[config.mk]
export PLATFORM = sky130hd
export DESIGN_NAME = debounce_ab
export DESIGN_NICKNAME = d
export VERILOG_FILES = /design/src/rtl/debounce_pkg.sv /design/src/rtl/debounce_ch.sv /design/src/rtl/debounce_ab.sv
export SDC_FILE = /design/constraint.sdc
export NUM_CORES = 1
export LEC_CHECK = 0
export CAP_MARGIN = 20
export CORE_AREA = 3 3 81 83
export CTS_CLUSTER_SIZE = 14
export DETAILED_ROUTE_END_ITERATION = 8
export DIE_AREA = 0 0 84 86
export PLACE_DENSITY = 0.52
export SLEW_MARGIN = 20
export SYNTH_ARGS = -nofsm -noshare
export SYNTH_HDL_FRONTEND = slang
export SYNTH_HIERARCHICAL = 1
export SYNTH_SLANG_ARGS = --single-unit
[constraint.sdc]
create_clock -name clk -period 2 [get_ports clk]
set_input_delay 0.4 -clock clk [delete_from_list [all_inputs] [get_ports clk]]
set_output_delay 0.4 -clock clk [all_outputs]
set_load 0.1 [all_outputs]
[src/rtl/debounce_pkg.sv]
// Shared definitions for the two-channel input debouncer.
package debounce_pkg;

  typedef enum logic {
    STABLE = 1'b0,
    PEND   = 1'b1
  } deb_state_e;

  localparam int unsigned DEB_CNT_W         = 16;
  localparam int unsigned DEB_STABLE_CYCLES = 1000;

endpackage

[src/rtl/debounce_ch.sv]
// Single-channel debouncer: two-flop synchroniser, stability counter and level/edge outputs.
// Edge pulse registers exist only when DEBOUNCE_AB_EDGE_EN is defined.
module debounce_ch
  import debounce_pkg::*;
#(
  parameter int unsigned CNT_W         = DEB_CNT_W,
  parameter int unsigned STABLE_CYCLES = DEB_STABLE_CYCLES
) (
  input  logic clk,
  input  logic rst,
  input  logic raw,
  output logic level,
  output logic rise,
  output logic fall
);

  localparam logic [CNT_W-1:0] LastCnt = CNT_W'(STABLE_CYCLES - 1);

  logic             s1_q, s2_q;
  logic             level_q, level_d;
  logic [CNT_W-1:0] cnt_q, cnt_d;
  deb_state_e       state_q, state_d;

  always_ff @(posedge clk) begin
    if (rst) begin
      s1_q    <= 1'b0;
      s2_q    <= 1'b0;
      level_q <= 1'b0;
      cnt_q   <= '0;
      state_q <= STABLE;
    end else begin
      s1_q    <= raw;
      s2_q    <= s1_q;
      level_q <= level_d;
      cnt_q   <= cnt_d;
      state_q <= state_d;
    end
  end

  always_comb begin
    state_d = state_q;
    cnt_d   = cnt_q;
    level_d = level_q;
    unique case (state_q)
      STABLE: begin
        if (s2_q != level_q) begin
          if (STABLE_CYCLES == 1) begin
            level_d = s2_q;
          end else begin
            cnt_d   = CNT_W'(1);
            state_d = PEND;
          end
        end
      end
      PEND: begin
        if (s2_q == level_q) begin
          // Bounced back before the run completed: drop the pending change.
          cnt_d   = '0;
          state_d = STABLE;
        end else if (cnt_q == LastCnt) begin
          level_d = s2_q;
          cnt_d   = '0;
          state_d = STABLE;
        end else begin
          cnt_d = cnt_q + CNT_W'(1);
        end
      end
      default: begin
        cnt_d   = '0;
        state_d = STABLE;
      end
    endcase
  end

  assign level = level_q;

`ifdef DEBOUNCE_AB_EDGE_EN
  logic rise_q, fall_q;

  always_ff @(posedge clk) begin
    if (rst) begin
      rise_q <= 1'b0;
      fall_q <= 1'b0;
    end else begin
      rise_q <= level_d & ~level_q;
      fall_q <= ~level_d & level_q;
    end
  end

  assign rise = rise_q;
  assign fall = fall_q;
`else
  assign rise = 1'b0;
  assign fall = 1'b0;
`endif

endmodule

[src/rtl/debounce_ab.sv]
// Two independent debounced inputs feeding the gate stage's a/b inputs.
// Optional edge pulses are enabled by defining DEBOUNCE_AB_EDGE_EN.
module debounce_ab
  import debounce_pkg::*;
#(
  parameter int unsigned CNT_W         = DEB_CNT_W,
  parameter int unsigned STABLE_CYCLES = DEB_STABLE_CYCLES
) (
  input  logic clk,
  input  logic rst,
  input  logic raw_a,
  input  logic raw_b,
  output logic a,
  output logic b,
  output logic a_rise,
  output logic a_fall,
  output logic b_rise,
  output logic b_fall
);

  debounce_ch #(
    .CNT_W        (CNT_W),
    .STABLE_CYCLES(STABLE_CYCLES)
  ) u_ch_a (
    .clk  (clk),
    .rst  (rst),
    .raw  (raw_a),
    .level(a),
    .rise (a_rise),
    .fall (a_fall)
  );

  debounce_ch #(
    .CNT_W        (CNT_W),
    .STABLE_CYCLES(STABLE_CYCLES)
  ) u_ch_b (
    .clk  (clk),
    .rst  (rst),
    .raw  (raw_b),
    .level(b),
    .rise (b_rise),
    .fall (b_fall)
  );

endmodule
Word-level counts from Yosys, hierarchy flattened
Cells that the tools add are included.
- ROM bits: 0
- register bits: 40
- RAM bits: 0
- memories kept: 0
- latch bits: 0
- input port bits: 4
- reductions and logical operators: 2
- multiply operators: 0
- multiplexer cells: 16
- add/sub/neg operators: 2
- bitwise operators: 4
- shift-type cells: 0
- equal/unequal tests: 8
- order comparisons: 0
- div/mod/pow operators: 0
- operators with widths (operator ; count):
    $mux W16 ; 6
    $pmux W16 S2 ; 2
    $add A16 B1 Y16 const B ; 2
    $eq A16 B10 Y1 const B ; 2
    $mux W1 ; 6
    $reduce_and A3 Y1 ; 2
    $ne A2 B1 Y1 const B ; 2
    $not A1 Y1 ; 4
    $pmux W1 S2 ; 2
    $eq A1 B1 Y1 ; 2
    $ne A1 B1 Y1 ; 2

Depth between registers and ports, before layout
Gate-level depths: netlist of run 1.
- depth in word-level cells: 4
- mapped depth: 7

Hierarchy
The synthesis of run 1 kept the hierarchy.
- by module, submodules not included (module ; cells each ; times used ; area each (µm²)):
    debounce_ch ; 121 ; 2 ; 1012.2

Worst setup path before layout of run 1
Ideal clock, no wire load.
- path kind: register -> register
- from: register u_ch_a.level_q (netlist: u_ch_a/level)
- to: register u_ch_a.cnt_q[8]
- arrival time: 2190 ps
- path slack: -252 ps
- library setup time: 62 ps
- buffers on the path: 0
- stages on the path, launching flop included: 6
- cells stage by stage: dfxtp_1 xor2_2 nand3b_2 or2_1 or3_1 nand3_1
- word-level cells in the longest chain between the ends: 3
- elaborated cells between the ends (all ways): 5
- those cells by class: eq/ne: 3; mux: 2
- ends and longest elaborated chain (item ; line ; RTL):
    start: declaration ; debounce_ch.sv:20 ; logic level_q, level_d;
    start signal: assignment ; debounce_ch.sv:34 ; level_q <= level_d;
    $eq A1 B1 Y1 ; debounce_ch.sv:56 ; if (s2_q == level_q) begin
    $mux W16 ; debounce_ch.sv:56 ;
    $pmux W16 S2 ; debounce_ch.sv:44 ; unique case (state_q)
    end signal: assignment ; debounce_ch.sv:35 ; cnt_q <= cnt_d;
    end: declaration ; debounce_ch.sv:21 ; logic [CNT_W-1:0] cnt_q, cnt_d;
Parallel ways exist; a longest one is shown, timed or not.
A chain may end at the register's enable or synchronous reset.

Final worst setup path of run 1
- from: register u_ch_b.cnt_q[3]
- to: register u_ch_b.state_q
- word-level cells in the longest chain between the ends: 4
- ends and longest elaborated chain (item ; line ; RTL):
    start: declaration ; debounce_ch.sv:21 ;
    start signal: assignment ; debounce_ch.sv:35 ;
    $eq A16 B10 Y1 ; debounce_ch.sv:60 ; end else if (cnt_q == LastCnt) begin
    $mux W1 ; debounce_ch.sv:60 ;
    $mux W1 ; debounce_ch.sv:56 ;
    $pmux W1 S2 ; debounce_ch.sv:44 ;
    end signal: assignment ; debounce_ch.sv:36 ; state_q <= state_d;
    end: declaration ; debounce_ch.sv:22 ; deb_state_e state_q, state_d;
No other way between the ends.

==> results of run 1 <==
sequential cells by signal, indices dropped and copies added, names as in the netlist:
register	cells
u_ch_a/s1_q	1
u_ch_b/s1_q	1
u_ch_a/state_q	1
u_ch_b/cnt_q	16
u_ch_b/level	1
u_ch_a/s2_q	1
u_ch_a/level	1
u_ch_a/cnt_q	16
u_ch_b/state_q	1
u_ch_b/s2_q	1
cell type report:
class | instances | area, µm² | share of cell area [%]
Clock buffer | 5 | 68.8 | 2.95
Clock inverter | 2 | 12.5 | 0.536
Inverter | 2 | 7.51 | 0.322
Multi-Input combinational cell | 188 | 1130 | 48.4
Sequential cell | 40 | 803 | 34.4
Tap cell | 75 | 93.8 | 4.02
Timing Repair Buffer | 28 | 218 | 9.32
path summary, 6_finish.rpt:
| check | to | from | slack (ns) | cells after the start |
|---|---|---|---|---|
| max reg2reg | u_ch_b/state_q | u_ch_b/cnt_q[3] | 0.17 | 7 |
| min | u_ch_a/s2_q | u_ch_a/s1_q | 0.44 | 1 |
| max | u_ch_b/state_q | u_ch_b/cnt_q[3] | 0.17 | 7 |
| min reg2reg | u_ch_a/s2_q | u_ch_a/s1_q | 0.44 | 1 |
placed cells by master (no fill, tap or decap), drive strengths merged, types with 3 or more instances in the layout:
| master | count |
|---|---|
| or3 | 12 |
| nand3 | 18 |
| xor2 | 6 |
| buf | 25 |
| dfxtp | 40 |
| conb | 4 |
| and3 | 4 |
| nand4 | 8 |
| a311oi | 4 |
| nand2 | 20 |
| clkbuf | 5 |
| a31oi | 8 |
| nor3 | 10 |
| nor2 | 18 |
| a21oi | 22 |
| clkdlybuf4s50 | 3 |
| nand4b | 6 |
| nor2b | 4 |
| o21ai | 22 |
critical path, delay by kind of cell, from the launching register on:
family / cells / cell delay [ns]
AND/OR/NAND/NOR: 4 / 0.91
buffers and inverters: 3 / 0.44
flip-flops: 1 / 0.38
power breakdown:
part	switching (mW)	internal (mW)	leakage (nW)	total, mW
combinational	0.0636	0.0250	0.461	0.0886
sequential	0.00579	0.803	0.324	0.808
clock	0.291	0.237	0.0400	0.527
total	0.360	1.06	0.826	1.42
metrics by stage:
stage | utilization [%] | hold slack [ns] | cell area [µm²]
final | 39.4 | 0.445 | 2330
after global routing | 39.4 | 0.464 | 2330
after CTS | 39.1 | 0.450 | 2310
after detailed placement | 37.7 | 0.428 | 2230
after global placement | 37.7 | 0.423 | 2230
after floorplan | - | 0.414 | 2030
timing repair:
action / in CTS / in global routing
resized for setup: 0 / 1
setup endpoints to repair: 0 / 10
buffers inserted: 0 / 2
cells by family (layout without fill, tap and decap cells):
| family | Yosys count | after routing | synth area share (%) |
|---|---|---|---|
| AO/OA/AOI/OAI | 62 | 62 | 17.3 |
| XOR/XNOR | 6 | 6 | 3.34 |
| adder cells (fa/ha/maj) | 2 | 2 | 1.24 |
| buffers and inverters | 16 | 37 | 5.19 |
| flip-flops | 40 | 40 | 39.6 |
| multiplexers | 2 | 2 | 0.989 |
| other | 2 | 4 | 0.371 |
| AND/OR/NAND/NOR | 112 | 112 | 32.0 |
layer usage:
metal	track usage [%]	share of wire, %	routed length, µm	up-vias
li1	-	-	-	931
met1	18.1	52	2210	816
met2	20.0	44	1890	19
met3	2.88	2.9	124	5
met4	4.39	1.3	57	0
met5	0	0	0	-
==> metrics.md, run 1 <==
| Metric | Value |
|---|---|
| Fillers | `599` |
| Core Area | `5920 µm²` |
| Vias in the first global route | `1666` |
| Count leader, synth | `dfxtp_1` |
| Top Ports | `10` |
| CTS Hold Bufs | `0` |
| First-iteration detailed-routing DRC count | `91` |
| Via count | `1771` |
| Port bufs | `5` |
| Final hold vios | `0` |
| Syn Area/Cell | `8.37 µm²` |
| Starting Density | `34.2%` |
| Grt total ovfl | `0` |
| Mapped Cells | `242` |
| Syn. warnings | `6` |
| Vias/cell | `5.21` |
| CP max stage delay | `0.41 ns` |
| DR pass1 iterations | `4` |
| Final WS setup | `0.169 ns` |
| Inst Count DP | `331` |
| Worst path slowest cell | `or3_1` |
| P&R area growth vs syn | `15.3%` |
| Final setup fails | `0` |
| Top FF cell, synth | `dfxtp_1` |
| Worst hold path class | `reg -> reg` |
| Routed Antenna Nets | `0` |
| Die Width | `84 µm` |
| Clk sinks | `40` |
| Die area | `7220 µm²` |
| Mapped Area | `2020 µm²` |
| Register bit total from synthesis | `40` |
| Post-synth EDFFs | `0` |
| Final std cells w/o fill | `340` |
| Sequential area share after synthesis | `39.6%` |
| Worst Path Arrival | `2.02 ns` |
| Crit-path cells | `or3_1 -> nor4_4 -> buf_4 -> buf_4 -> buf_4 -> nand2_1 -> and3b_1` |
| DR WL/cell | `12.6 µm` |
| Crit path kind | `reg -> reg` |
| Final Skew | `0.0109 ns` |
| Row count | `28` |
| First-pass GRT wire length | `7760 µm` |
| DP HPWL | `3090 µm` |
| Top cell type's share of synthesized area | `39.6%` |
| Fin nets | `271` |
| Gr usage total | `13.0%` |
| Max-Cap Viols | `0` |
| Initial antenna violation count | `0` |
| H-Tree Level Count | `2` |
| Library cells used by synthesis | `34` |
| RSZ-0062 raised after global routing | `false` |
| F_max | `546 MHz` |
| Post-Route WL | `4280 µm` |
| Slew Viols, Final | `0` |
| Num CTS Buffers | `5` |
| Largest area contributor in the synthesized netlist | `dfxtp_1` |
| Root buf cell | `clkbuf_8` |
| CP most frequent cell | `buf_4` |
| Critical path peak fanout | `6` |
| Total chip power | `1.42 mW` |
| Worst Setup End Kind | `register` |
| Largest net degree at the start of global routing | `15` |
| Clk slew on worst S/H paths | `0.08 ns` |
| Gpl congestion | `0.771` |
| Final setup TNS | `0 ns` |
| PD cells | `610 nW/µm²` |
| P_leak | `0.826 nW` |
| WP data required | `2.19 ns` |
| Deepest clock path buffer count | `2` |
| ANT cells | `0` |
| CTS tree | `done` |
| Post-Place Setup Slack | `-0.0519 ns` |
| Worst setup SP type | `register` |
| Die height | `86 µm` |
| Crit path time final | `1.83 ns` |
| Ys async rst share | `0%` |
| Final Cycle Share | `91.6%` |
| Dominant cells by area after synthesis | `dfxtp_1, a21oi_1, nand3_1, nand2_1, or3_1` |
| Commonest cells in the synthesized netlist | `dfxtp_1, a21oi_1, nand2_1, nand3_1, nor2_1` |
| Maximum VDD drop | `0.264 mV` |
| # DRC | `0` |
| Worst-Skew Late Latency | `0.29 ns` |
| Layout cells sized above 1 | `16.6%` |
| Outcome | `complete, no violations` |
No activity file was read; power rests on OpenSTA's default activity.
==> run 2, diff against run 1 <==
Clock period 2 ns to 2.2 ns, I/O delays scaled along.
==> run 2 against run 1 <==
  * Largest cell class unchanged
  * Critical endpoint unchanged
  * Combinational power decreased by 13%
  * Register-to-register slack better by 0.14 ns
  * Global-route usage shrank 0.14 points
  * Die area did not move
  * First-iteration DRC count down 43%
  * Sequential power is 8.9% lower
==> metrics.md, run 2 (same netlist as run 1, synthesis figures left out) <==
| Metric | Value |
|---|---|
| P&R area growth vs syn | `12.0% (was 15.3%)` |
| RSZ-0062 raised after global routing | `false (unchanged)` |
| Worst Max-Slew Pin Slew | `0.555 ns` |
| Critical path peak fanout | `6 (unchanged)` |
| Final setup fails | `0 (unchanged)` |
| First-pass GRT wire length | `7470 µm (was 7760 µm)` |
| Finished Cell Area | `2270 µm² (was 2330 µm²)` |
| CTS Hold Bufs | `0 (unchanged)` |
| Register area | `803 µm² (unchanged)` |
| CTS tree | `done (unchanged)` |
| Setup Fix Bufs, Post-CTS | `0 (unchanged)` |
| Starting Density | `34.2% (unchanged)` |
| Port bufs | `5 (unchanged)` |
| WP data required | `2.39 ns (was 2.19 ns)` |
| Most frequent cells in the layout | `dfxtp_1, a21oi_1, nand2_1 (was dfxtp_1, buf_4, a21oi_1)` |
| Worst Path Arrival | `2.08 ns (was 2.02 ns)` |
| Total chip power | `1.33 mW (was 1.42 mW)` |
| Top Ports | `10 (unchanged)` |
| Die area | `7220 µm² (unchanged)` |
| Fillers | `615 (was 599)` |
| ANT cells | `0 (unchanged)` |
| Row count | `28 (unchanged)` |
| Deepest clock path buffer count | `2 (unchanged)` |
| DR WL/cell | `12.7 µm (was 12.6 µm)` |
| Crit path kind | `reg -> reg (unchanged)` |
| Vias/cell | `5.14 (was 5.21)` |
| P_leak | `0.780 nW (was 0.826 nW)` |
| Post-Place Setup Slack | `0.126 ns (was -0.0519 ns)` |
| Clk sinks | `40 (unchanged)` |
| Grt total ovfl | `0 (unchanged)` |
| Post-CTS sizing | `0 (unchanged)` |
| Worst Setup End Kind | `register (unchanged)` |
| Post-Route WL | `4200 µm (was 4280 µm)` |
| # DRC | `0 (unchanged)` |
| Root buf cell | `clkbuf_8 (unchanged)` |
| Worst setup SP type | `register (unchanged)` |
| Worst Hold Slack | `0.440 ns (was 0.445 ns)` |
| Final hold vios | `0 (unchanged)` |
| Gpl congestion | `0.779 (was 0.771)` |
| F_max | `528 MHz (was 546 MHz)` |
| Crit path time final | `1.89 ns (was 1.83 ns)` |
| Routed Antenna Nets | `0 (unchanged)` |
| Outcome | `complete, no violations (unchanged)` |
| DP Area | `2170 µm² (was 2230 µm²)` |
| Final Skew | `0.00472 ns (was 0.0109 ns)` |
| Num CTS Buffers | `5 (unchanged)` |
| First-iteration detailed-routing DRC count | `52 (was 91)` |
| Via count | `1701 (was 1771)` |
| Initial antenna violation count | `0 (unchanged)` |
| Gr usage total | `12.9% (was 13.0%)` |
| Final setup TNS | `0 ns (unchanged)` |
| Relative slew slack | `62.7%` |
| Biggest regs | `u_ch_a/cnt_q (16), u_ch_b/cnt_q (16) (unchanged)` |
| Layout cells sized above 1 | `13.3% (was 16.6%)` |
| Final WS setup | `0.306 ns (was 0.169 ns)` |
| Die height | `86 µm (unchanged)` |
| Multi-input logic area | `1130 µm² (about the same)` |
| Final Cycle Share | `86.1% (was 91.6%)` |
| Most common cell after layout, fill and taps aside | `dfxtp_1 (unchanged)` |
| Fin nets | `261 (was 271)` |
| Largest net degree at the start of global routing | `18 (was 15)` |
| Die Width | `84 µm (unchanged)` |
| Maximum VDD drop | `0.290 mV (was 0.264 mV)` |
| Max-Cap Viols | `0 (unchanged)` |
| Vias in the first global route | `1609 (was 1666)` |
| Clk slew on worst S/H paths | `0.08 ns (about the same)` |
| DP HPWL | `3010 µm (was 3090 µm)` |
| H-Tree Level Count | `2 (unchanged)` |
| DR pass1 iterations | `4 (unchanged)` |
| PD cells | `586 nW/µm² (was 610 nW/µm²)` |
| Slew Viols, Final | `0 (unchanged)` |
| Worst hold path class | `reg -> reg (unchanged)` |
| Worst-Skew Late Latency | `0.30 ns (was 0.29 ns)` |
| Core Area | `5920 µm² (unchanged)` |
-- run 2: changes by cell type in the layout (fill, tap and decap cells not counted) --
| cell | previous run | this run |
|---|---|---|
| buf_4 | 25 | 15 |
| clkbuf_1 | 0 | 1 |
| clkbuf_8 | 5 | 6 |
| nor2_2 | 1 | 2 |
| nor2_4 | 1 | 0 |
| clkinv_2 | 1 | 0 |
-- run 2: power by group --
part	switching [mW]	total (mW)	leakage [nW]	internal, mW
sequential	0.00614	0.736	0.324	0.730
clock	0.260	0.515	0.0445	0.255
combinational	0.0562	0.0770	0.411	0.0208
-- run 2: final timing paths --
check | from | end | slack, ns | cells past startpoint
min | u_ch_a/s1_q | u_ch_a/s2_q | 0.44 | 1
min reg2reg | u_ch_a/s1_q | u_ch_a/s2_q | 0.44 | 1
max reg2reg | u_ch_b/cnt_q[11] | u_ch_b/state_q | 0.31 | 5
max | u_ch_b/cnt_q[11] | u_ch_b/state_q | 0.31 | 5
-- run 2: final cells by class --
cell class	count	share of cell area, %
clock inverter	1	0.331
multi-input combinational	188	49.7
timing repair buffer	18	6.29
inverter	2	0.331
clock buffer	7	3.81
tap	75	4.14
sequential	40	35.4
-- run 2: layer usage --
metal,global-route usage [%],wire (µm),vias up
li1,-,-,909
met1,16.7,2140,764
met2,20.0,1850,21
met3,2.88,117,7
met4,6.58,93,0
met5,0,0,-
-- run 2: per-stage QoR --
step / utilization (%) / std cells
6_report: 38.3 / 331
5_1_grt: 38.3 / 331
4_1_cts: 38.3 / 331
3_5_place_dp: 36.7 / 323
3_3_place_gp: 36.7 / 323
2_1_floorplan: - / 244
-- run 2: worst max-delay path: stages (launching register included) --
cell,delay [ns]
dfxtp_1,0.35
or4_4,0.56
nor4_4,0.41
buf_4,0.22
nand2_1,0.06
and3b_1,0.19
==> run 3, diff against run 2 <==
Settings changed: CORE_AREA 3 3 81 83 to 3 3 80 82, DIE_AREA 0 0 84 86 to 0 0 83 85, SYNTH_HIERARCHICAL 1 to not set.
==> run 3 against run 2 <==
  * Sequential share of layout area is 0.97 points lower
  * First-iteration DRC count increased by 81%
  * Sequential cell count is the same
  * Synthesized cell count shrank 1.2%
  * Largest cell class unchanged
  * Final cell count is 0.60% higher
  * Global-route usage decreased by 0.43 points
  * Hold slack improved by 0.0032 ns
  * Fmax is 4.5% lower
  * Clock skew increased by 0.0047 ns
  * Register-to-register slack lost 0.09 ns
  * Count of clock-buffer cells in the layout shrank 1
  * Critical path depth is 1 higher
==> metrics.md, run 3 <==
| Metric | Value |
|---|---|
| Layout cells sized above 1 | `13.2% (was 13.3%)` |
| CTS Hold Bufs | `0 (unchanged)` |
| # DRC | `0 (unchanged)` |
| Worst Path Arrival | `2.16 ns (was 2.08 ns)` |
| Fin nets | `263 (was 261)` |
| H-Tree Level Count | `2 (unchanged)` |
| Mapped Area | `2010 µm² (was 2020 µm²)` |
| Die area | `7060 µm² (was 7220 µm²)` |
| Top FF cell, synth | `dfxtp_1 (unchanged)` |
| Post-Route WL | `4100 µm (was 4200 µm)` |
| Crit path time final | `1.98 ns (was 1.89 ns)` |
| P_leak | `0.821 nW (was 0.780 nW)` |
| P&R area growth vs syn | `16.2% (was 12.0%)` |
| Clk slew on worst S/H paths | `0.08 ns (about the same)` |
| Row count | `28 (unchanged)` |
| Critical Path Start | `u_ch_a.cnt_q[13] (was u_ch_b/cnt_q[11])` |
| Worst setup SP type | `register (unchanged)` |
| First-pass GRT wire length | `7370 µm (was 7470 µm)` |
| Max-Cap Viols | `0 (unchanged)` |
| Hold depth | `1 (unchanged)` |
| Syn. warnings | `0 (was 6)` |
| Routed Antenna Nets | `0 (unchanged)` |
| Crit path kind | `reg -> reg (unchanged)` |
| Mapped Cells | `239 (was 242)` |
| Setup Fix Bufs, Post-CTS | `0 (unchanged)` |
| Clk sinks | `40 (unchanged)` |
| Commonest cells in the synthesized netlist | `dfxtp_1, nand2_1, nor2_1, nand3_1, a21oi_1 (was dfxtp_1, a21oi_1, nand2_1, nand3_1, nor2_1)` |
| Final setup fails | `0 (unchanged)` |
| Largest net degree at the start of global routing | `20 (was 18)` |
| Maximum VDD drop | `0.309 mV (was 0.290 mV)` |
| Initial antenna violation count | `0 (unchanged)` |
| Num CTS Buffers | `5 (unchanged)` |
| Worst-Skew Late Latency | `0.29 ns (was 0.30 ns)` |
| Most frequent cells in the layout | `dfxtp_1, nand2_1, nor2_1 (was dfxtp_1, a21oi_1, nand2_1)` |
| Inst Count DP | `325 (was 323)` |
| Final std cells w/o fill | `333 (was 331)` |
| Post-synth EDFFs | `0 (unchanged)` |
| Deepest clock path buffer count | `2 (unchanged)` |
| Starting Density | `34.5% (was 34.2%)` |
| Outcome | `complete, no violations (unchanged)` |
| ANT cells | `0 (unchanged)` |
| Slew Viols, Final | `0 (unchanged)` |
| DP HPWL | `2950 µm (was 3010 µm)` |
| Worst r2r src | `u_ch_a.cnt_q[13] (was u_ch_b/cnt_q[11])` |
| DR WL/cell | `12.3 µm (was 12.7 µm)` |
| Ys async rst share | `0% (unchanged)` |
| Dominant cells by area after synthesis | `dfxtp_1, nand3_1, nand2_1, nor2_1, a21oi_1 (was dfxtp_1, a21oi_1, nand3_1, nand2_1, or3_1)` |
| Worst path slowest cell | `or4_4 (unchanged)` |
| Reg-to-reg endpoint | `u_ch_a.cnt_q[13] (was u_ch_b/state_q)` |
| Count leader, synth | `dfxtp_1 (unchanged)` |
| Critical path peak fanout | `8 (was 6)` |
| RSZ-0062 raised after global routing | `false (unchanged)` |
| Gr usage total | `12.4% (was 12.9%)` |
| Final Skew | `0.00939 ns (was 0.00472 ns)` |
| CTS tree | `done (unchanged)` |
| F_max | `504 MHz (was 528 MHz)` |
| First-iteration detailed-routing DRC count | `94 (was 52)` |
| Crit-path cells | `or4_4 -> nor4_4 -> nor3_2 -> buf_4 -> o221ai_1 -> o31ai_1 (was or4_4 -> nor4_4 -> buf_4 -> nand2_1 -> and3b_1)` |
| Biggest regs | `u_ch_a.cnt_q (16), u_ch_b.cnt_q (16) (was u_ch_a/cnt_q (16), u_ch_b/cnt_q (16))` |
| PD cells | `625 nW/µm² (was 586 nW/µm²)` |
| Vias/cell | `5.12 (was 5.14)` |
| Final hold vios | `0 (unchanged)` |
| Hold Startpoint | `u_ch_a.s1_q (was u_ch_a/s1_q)` |
| R2R depth | `6 (was 5)` |
| Final setup TNS | `0 ns (unchanged)` |
| WP data required | `2.38 ns (was 2.39 ns)` |
| Root buf cell | `clkbuf_8 (unchanged)` |
| Via count | `1704 (was 1701)` |
| Hold endpoint | `u_ch_a.s2_q (was u_ch_a/s2_q)` |
| Final WS setup | `0.217 ns (was 0.306 ns)` |
| Largest area contributor in the synthesized netlist | `dfxtp_1 (unchanged)` |
| Worst Setup End Kind | `register (unchanged)` |
| FF-to-FF setup slack | `0.22 ns (was 0.31 ns)` |
| Register bit total from synthesis | `40 (unchanged)` |
| Core Area | `5820 µm² (was 5920 µm²)` |
| Grt total ovfl | `0 (unchanged)` |
| Post-Place Setup Slack | `0.222 ns (was 0.126 ns)` |
| Final Cycle Share | `90.1% (was 86.1%)` |
| Die height | `85 µm (was 86 µm)` |
| CP max stage delay | `0.53 ns (was 0.56 ns)` |
| Die Width | `83 µm (was 84 µm)` |
| Library cells used by synthesis | `51 (was 34)` |
| Syn Area/Cell | `8.39 µm² (was 8.37 µm²)` |
| Top Ports | `10 (unchanged)` |
| Final Core Density | `40.1% (was 38.3%)` |
| Post-CTS sizing | `0 (unchanged)` |
| Most common cell after layout, fill and taps aside | `dfxtp_1 (unchanged)` |
| Gpl congestion | `0.752 (was 0.779)` |
| Vias in the first global route | `1626 (was 1609)` |
| Top cell type's share of synthesized area | `39.9% (was 39.6%)` |
| Port bufs | `5 (unchanged)` |
| Worst hold path class | `reg -> reg (unchanged)` |
| DR pass1 iterations | `4 (unchanged)` |
| Sequential area share after synthesis | `39.9% (was 39.6%)` |
## run 3: cell count changes after synthesis, moves of 5 or more
cell and change:
a21oi_1 -8, buf_2 +5, inv_1 +7, nand2_1 +5, o21ai_1 -12, or3_1 -7
## run 3: kinds of logic (layout without fill, tap and decap cells)
group           Yosys count  in the layout  share of synthesized area, %
xor+xnor                  6              6                          2.99
mux                       6              6                          2.99
simple gates            114            114                          31.0
flops                    40             40                          39.9
compound gates           49             49                          16.3
buf+inv                  21             37                          5.36
fa+ha+maj                 2              2                          1.25
other cells               1              4                         0.187
## run 3: metrics by stage
| stage | hold WS, ns | cell area (µm²) | total power [mW] |
|---|---|---|---|
| 6_report | 0.443 | 2330 | 1.46 |
| 5_1_grt | 0.464 | 2330 | 1.52 |
| 4_1_cts | 0.450 | 2330 | 1.49 |
| 3_5_place_dp | 0.428 | 2210 | 0.837 |
| 3_3_place_gp | 0.421 | 2210 | 0.837 |
| 2_1_floorplan | 0.414 | 2020 | 0.819 |
## run 3: cell type report
type | count | area [µm²]
Fill cell | 613 | 3480
Multi-Input combinational cell | 181 | 1110
Sequential cell | 40 | 803
Timing Repair Buffer | 20 | 170
Tap cell | 75 | 93.8
Clock buffer | 6 | 82.6
Clock inverter | 2 | 38.8
Inverter | 9 | 33.8
## run 3: worst max-delay path, delay by kind of cell (launching register included)
| kind | cells | cell delay [ns] |
|---|---|---|
| flip-flops | 1 | 0.35 |
| AND/OR/NAND/NOR | 3 | 1.06 |
| AO/OA/AOI/OAI | 2 | 0.28 |
| buffers and inverters | 1 | 0.18 |
## run 3: worst max-delay path by stage
stage	cells after the start	to
finish	6	u_ch_a.cnt_q[13]
global route	6	u_ch_a.cnt_q[13]
CTS	5	u_ch_a.cnt_q[11]
detailed placement	6	u_ch_a.cnt_q[13]
global placement	6	u_ch_a.cnt_q[13]
floorplan	6	u_ch_a.cnt_q[13]
## run 3: power by group
group          internal, mW  total (mW)  switching, mW
logic                0.0245      0.0843         0.0598
registers             0.730       0.735        0.00578
clock network         0.371       0.638          0.267
total                  1.13        1.46          0.332
## run 3: layer usage
| layer | GRT usage [%] | part of all wire, % | wire (µm) |
|---|---|---|---|
| met5 | 0 | 0 | 0 |
| met4 | 4.01 | 1.1 | 46 |
| met3 | 3.20 | 2.5 | 104 |
| met2 | 19.6 | 43 | 1770 |
| met1 | 16.7 | 53 | 2170 |
==> RTL edit 1: new RTL, flow settings as in run 3 <==
The package constant `DEB_CNT_W` goes from 16 to 20.
--- a/src/rtl/debounce_pkg.sv
+++ b/src/rtl/debounce_pkg.sv
@@ -6,7 +6,7 @@
     PEND   = 1'b1
   } deb_state_e;
 
-  localparam int unsigned DEB_CNT_W         = 16;
+  localparam int unsigned DEB_CNT_W         = 20;
   localparam int unsigned DEB_STABLE_CYCLES = 1000;
 
 endpackage
Formal check against the unedited RTL: no difference found for any inputs over 10 cycles, from zero or initial values and one cycle with rst high; that may be too few to reach the edited logic, so the function may still have changed.
==> RTL edit 1 against run 3 <==
- fmax fell by 0.99%
- clock power shrank 11%
- setup slack lost 0.020 ns
- highest routed layer unchanged
- sequential power is 20% higher
- sequential cell count is 8 higher
- count of clock-buffer cells in the layout did not move
- routed wire length is 35% higher
- critical path depth stayed put
- final area increased by 19%
- synthesized area is 23% higher
- total power grew 5.4%
- synthesized cell count is 26% higher
==> RTL edit 1: results (changes against run 3) <==
| Metric | Value |
|---|---|
| Worst Clk Skew | 0.00897 ns (-0.000420 ns) |
| Area grow syn2layout | 12.2% |
| Critical path fanouts, max | 10 (+2) |
| Gate Count Post-Synth | 302 (+26%) |
| Post-DR wirelength/cell | 14.1 um (+14%) |
| Post-CTS resize count | 0 (unchanged) |
| Min Clock Period, post-route | 2.00 ns (+0.0197 ns) |
| Critical Path End | u_ch_a.cnt_q[15] |
| Pleak | 0.953 nW (+16%) |
| Clock buf/inv share | 0.0353 (-0.0168) |
| Status | complete, no violations |
| WHS | 0.447 ns (+0.00383 ns) |
| Largest registers | u_ch_a.cnt_q (20), u_ch_b.cnt_q (20) |
| GRT Total Usage | 0.160 (+0.0361) |
| Vias per inst | 5.63 (+10%) |
| Fraction of area in multi-input gates | 0.508 (+0.0323) |
| Crit-path slowest cell | or4_4 |
| Seq/Total Area, Yosys | 0.390 (-0.00960) |
| Synth unique cells | 49 (-3.9%) |
| WL final | 5.53 mm (+35%) |
| Largest cell class by area | multi-input combinational cells |
| Worst vdd ir | 0.000294 V (-4.8%) |
| Buffering overhead | 0.0697 (-0.00335) |
| Grt total ovfl | 0 (unchanged) |
| Largest net degree at the start of global routing | 33 (+65%) |
| Post-detail-place hpwl | 3.92 mm (+33%) |
| Placed insts | 385 (+18%) |
| Worst reg2reg path startpoint | u_ch_a.cnt_q[10] |
| Pint | 0.00116 W (+2.7%) |
| Clk Latency, worst-skew pair | 0.31 ns (+0.02 ns) |
| Number of non-clock inverters in the layout | 4 (-5) |
| Buffers excl. clock | 23 (+15%) |
| CTS Buffer Depth | 2 (unchanged) |
| Drt initial violations | 107 (+14%) |
| Leading cell types by total area after synthesis | dfxtp_1, nand3_1, a21oi_1 |
| RePlAce Congestion | 0.825 (+9.6%) |
| CTS clk-pin slew, worst paths | 0.10 ns (+0.02 ns) |
| First-pass GRT wire length | 9.43 mm (+28%) |
| Share of cells above drive strength 1 | 0.113 (-0.0186) |
| Sw frac | 0.248 (+0.0204) |
| Final #Nets | 323 (+23%) |
| Worst Hold Class | reg -> reg |
| Placed cell area | 2670 um^2 (+21%) |
| Reg2Reg Setup Slack | 0.20 ns (-0.02 ns) |
| P_seq | 0.000880 W (+20%) |
| Yosys reg bits | 48 (+20%) |
| Storage cell area | 962 um^2 (+20%) |
| Fillers | 583 (-4.9%) |
| Commonest cells post-synth | dfxtp_1, nand3_1, a21oi_1 |
| CTS root buffer | clkbuf_8 |
| Vias in the first global route | 2,032 (+25%) |
-- RTL edit 1: cell types whose count changed in the layout (fill, tap and decap cells not counted), moves of 3 or more --
cell      before  now
dfxtp_1       38   47
buf_4         16   19
nand4_1        6   18
nand3_1       19   29
inv_1          9    4
or4_1          0    4
a21oi_1       14   28
o21ai_1        0   11
o21ai_0       13    1
nand2b_1       0    4
a31oi_1        4   16
-- RTL edit 1: layer usage --
metal / wire, um / GRT usage / vias up
li1: - / - / 1155
met1: 2610 / 0.195 / 1023
met2: 2710 / 0.281 / 27
met3: 129 / 0.0311 / 8
met4: 83 / 0.0609 / 0
met5: 0 / 0 / -
-- RTL edit 1: logic make-up after synthesis --
family,Yosys count,share of synthesized area
xor gates and xnor gates,6,0.0213
DFF,48,0.390
other,1,0.00152
muxes,8,0.0330
AOI/OAI and AO/OA,74,0.182
adders and majority gates,2,0.0101
and+or+nand+nor,141,0.318
buffers and inverters,22,0.0452
==> RTL edit 2: new RTL, flow settings as in run 3 <==
Made on the original files. Put a register stage on the output `b`. The value now appears one clock later. The other outputs are not delayed to match.
--- a/src/rtl/debounce_ab.sv
+++ b/src/rtl/debounce_ab.sv
@@ -18,6 +18,8 @@
   output logic b_fall
 );
 
+  logic b_d;
+
   debounce_ch #(
     .CNT_W        (CNT_W),
     .STABLE_CYCLES(STABLE_CYCLES)
@@ -37,9 +39,13 @@
     .clk  (clk),
     .rst  (rst),
     .raw  (raw_b),
-    .level(b),
+    .level(b_d),
     .rise (b_rise),
     .fall (b_fall)
   );
 
+  always_ff @(posedge clk) begin
+      b <= b_d;
+  end
+
 endmodule
Behaviour: same outputs for any inputs over 10 cycles, from zero or initial values and one cycle with rst high; that may be too few to reach the edited logic, so the function may still have changed.
==> RTL edit 2 against run 3 <==
- setup slack lost 0.012 ns
- first-iteration DRC count grew 2.1%
- sequential cell count grew 1
- routed wire length is essentially flat
- final area shrank 1.8%
- utilization shrank 0.73 points
- combinational power grew 2%
- total power shrank 9.7%
- synthesized area grew 1.0%
- largest power group unchanged
==> RTL edit 2: results (changes against run 3) <==
| Metric | Value |
|---|---|
| Synthesized area per cell | 8.44 um^2 (+0.58%) |
| Placed cell area | 2210 um^2 (about the same) |
| GRT Total Usage | 0.124 (-0.000434) |
| Worst Clk Skew | 0.00496 ns (-0.00443 ns) |
| RePlAce Congestion | 0.794 (+5.6%) |
| Clk Latency, worst-skew pair | 0.29 ns (about the same) |
| Worst EP arrival | 2.18 ns (+0.02 ns) |
| Commonest cells post-synth | dfxtp_1, nand2_1, nor2_1 |
| CTS Buffer Depth | 2 (unchanged) |
| Vias in the first global route | 1,547 (-4.9%) |
| Max transition margin | 0.562 |
| Worst vdd ir | 0.000419 V (+36%) |
| Leading cell types by total area after synthesis | dfxtp_1, nand3_1, nand2_1 |
| First-pass GRT wire length | 7.20 mm (-2.3%) |
| Sw power | 0.000318 W (-4.4%) |
| First-pass DRT Iterations | 4 (unchanged) |
| Drt initial violations | 96 (+2.1%) |
| Pleak | 0.800 nW (-2.6%) |
| Clock buffer count from CTS | 5 (unchanged) |
| Seq/Total Area, Yosys | 0.405 (+0.00594) |
| Largest net degree at the start of global routing | 20 (unchanged) |
| Post-detail-place hpwl | 2.98 mm (+0.92%) |
| Share of cells above drive strength 1 | 0.112 (-0.0194) |
| Status | complete, no violations |
| Vias per inst | 5.22 (+2.0%) |
| DP Worst Slack | 0.123 ns (-0.0990 ns) |
| Post CTS Setup Buffer Count | 0 (unchanged) |
| Critical path fanouts, max | 7 (-1) |
| Post-DR wirelength/cell | 12.3 um (about the same) |
| Crit path max-delay family | simple AND/OR/NAND/NOR gates |
RTL edit 2: cell types whose count changed in the layout (fill, tap and decap cells not counted):
cell	delta
clkbuf_1	+3
dfxtp_1	+2
buf_12	-1
bufinv_16	-1
clkbuf_8	-1
clkinv_4	-1
dfxtp_2	-1
RTL edit 2: path summary, 6_finish.rpt:
check             cells past startpoint        startpoint                to  slack, ns
hold / removal                        0      u_ch_b.level                 b       0.39
setup reg to reg                      5  u_ch_a.cnt_q[13]  u_ch_a.cnt_q[11]       0.21
setup / recovery                      5  u_ch_a.cnt_q[13]  u_ch_a.cnt_q[11]       0.21
hold reg to reg                       0      u_ch_b.level                 b       0.39
RTL edit 2: area by class of cell:
class,count,area (um^2)
clock buffers,8,80.1
fillers,637,3530
inverters,9,33.8
multi-input cells,181,1110
flip-flops and latches,41,822
well taps,75,93.8
repair buffers,19,150
RTL edit 2: cell families (layout without fill, tap and decap cells):
kind of cell             count (synthesis)  in the layout  share of synthesized area
AO/OA/AOI/OAI                           49             49                      0.161
other                                    1              4                    0.00185
AND/OR/NAND/NOR                        114            114                      0.307
buffers and inverters                   21             36                     0.0531
adder cells (fa/ha/maj)                  2              2                     0.0124
XOR/XNOR                                 6              6                     0.0296
multiplexers                             6              6                     0.0296
flip-flops                              41             41                      0.405
RTL edit 2: power groups by stage:
stage,sequential (W),clock (W),combinational (W)
after global routing,0.000754,0.000543,0.0000937
after global placement,0.000771,0,0.0000861
after CTS,0.000753,0.000507,0.0000861
final,0.000753,0.000477,0.0000861
after floorplan,0.000770,0,0.0000673
after detailed placement,0.000771,0,0.0000859
RTL edit 2: per-layer routing:
layer  part of all wire  track usage  vias up
met5                  0            0        -
met4              0.016       0.0490        0
met3              0.033       0.0320        6
met2               0.42        0.184       21
met1               0.53        0.172      808
li1                   -            -      903
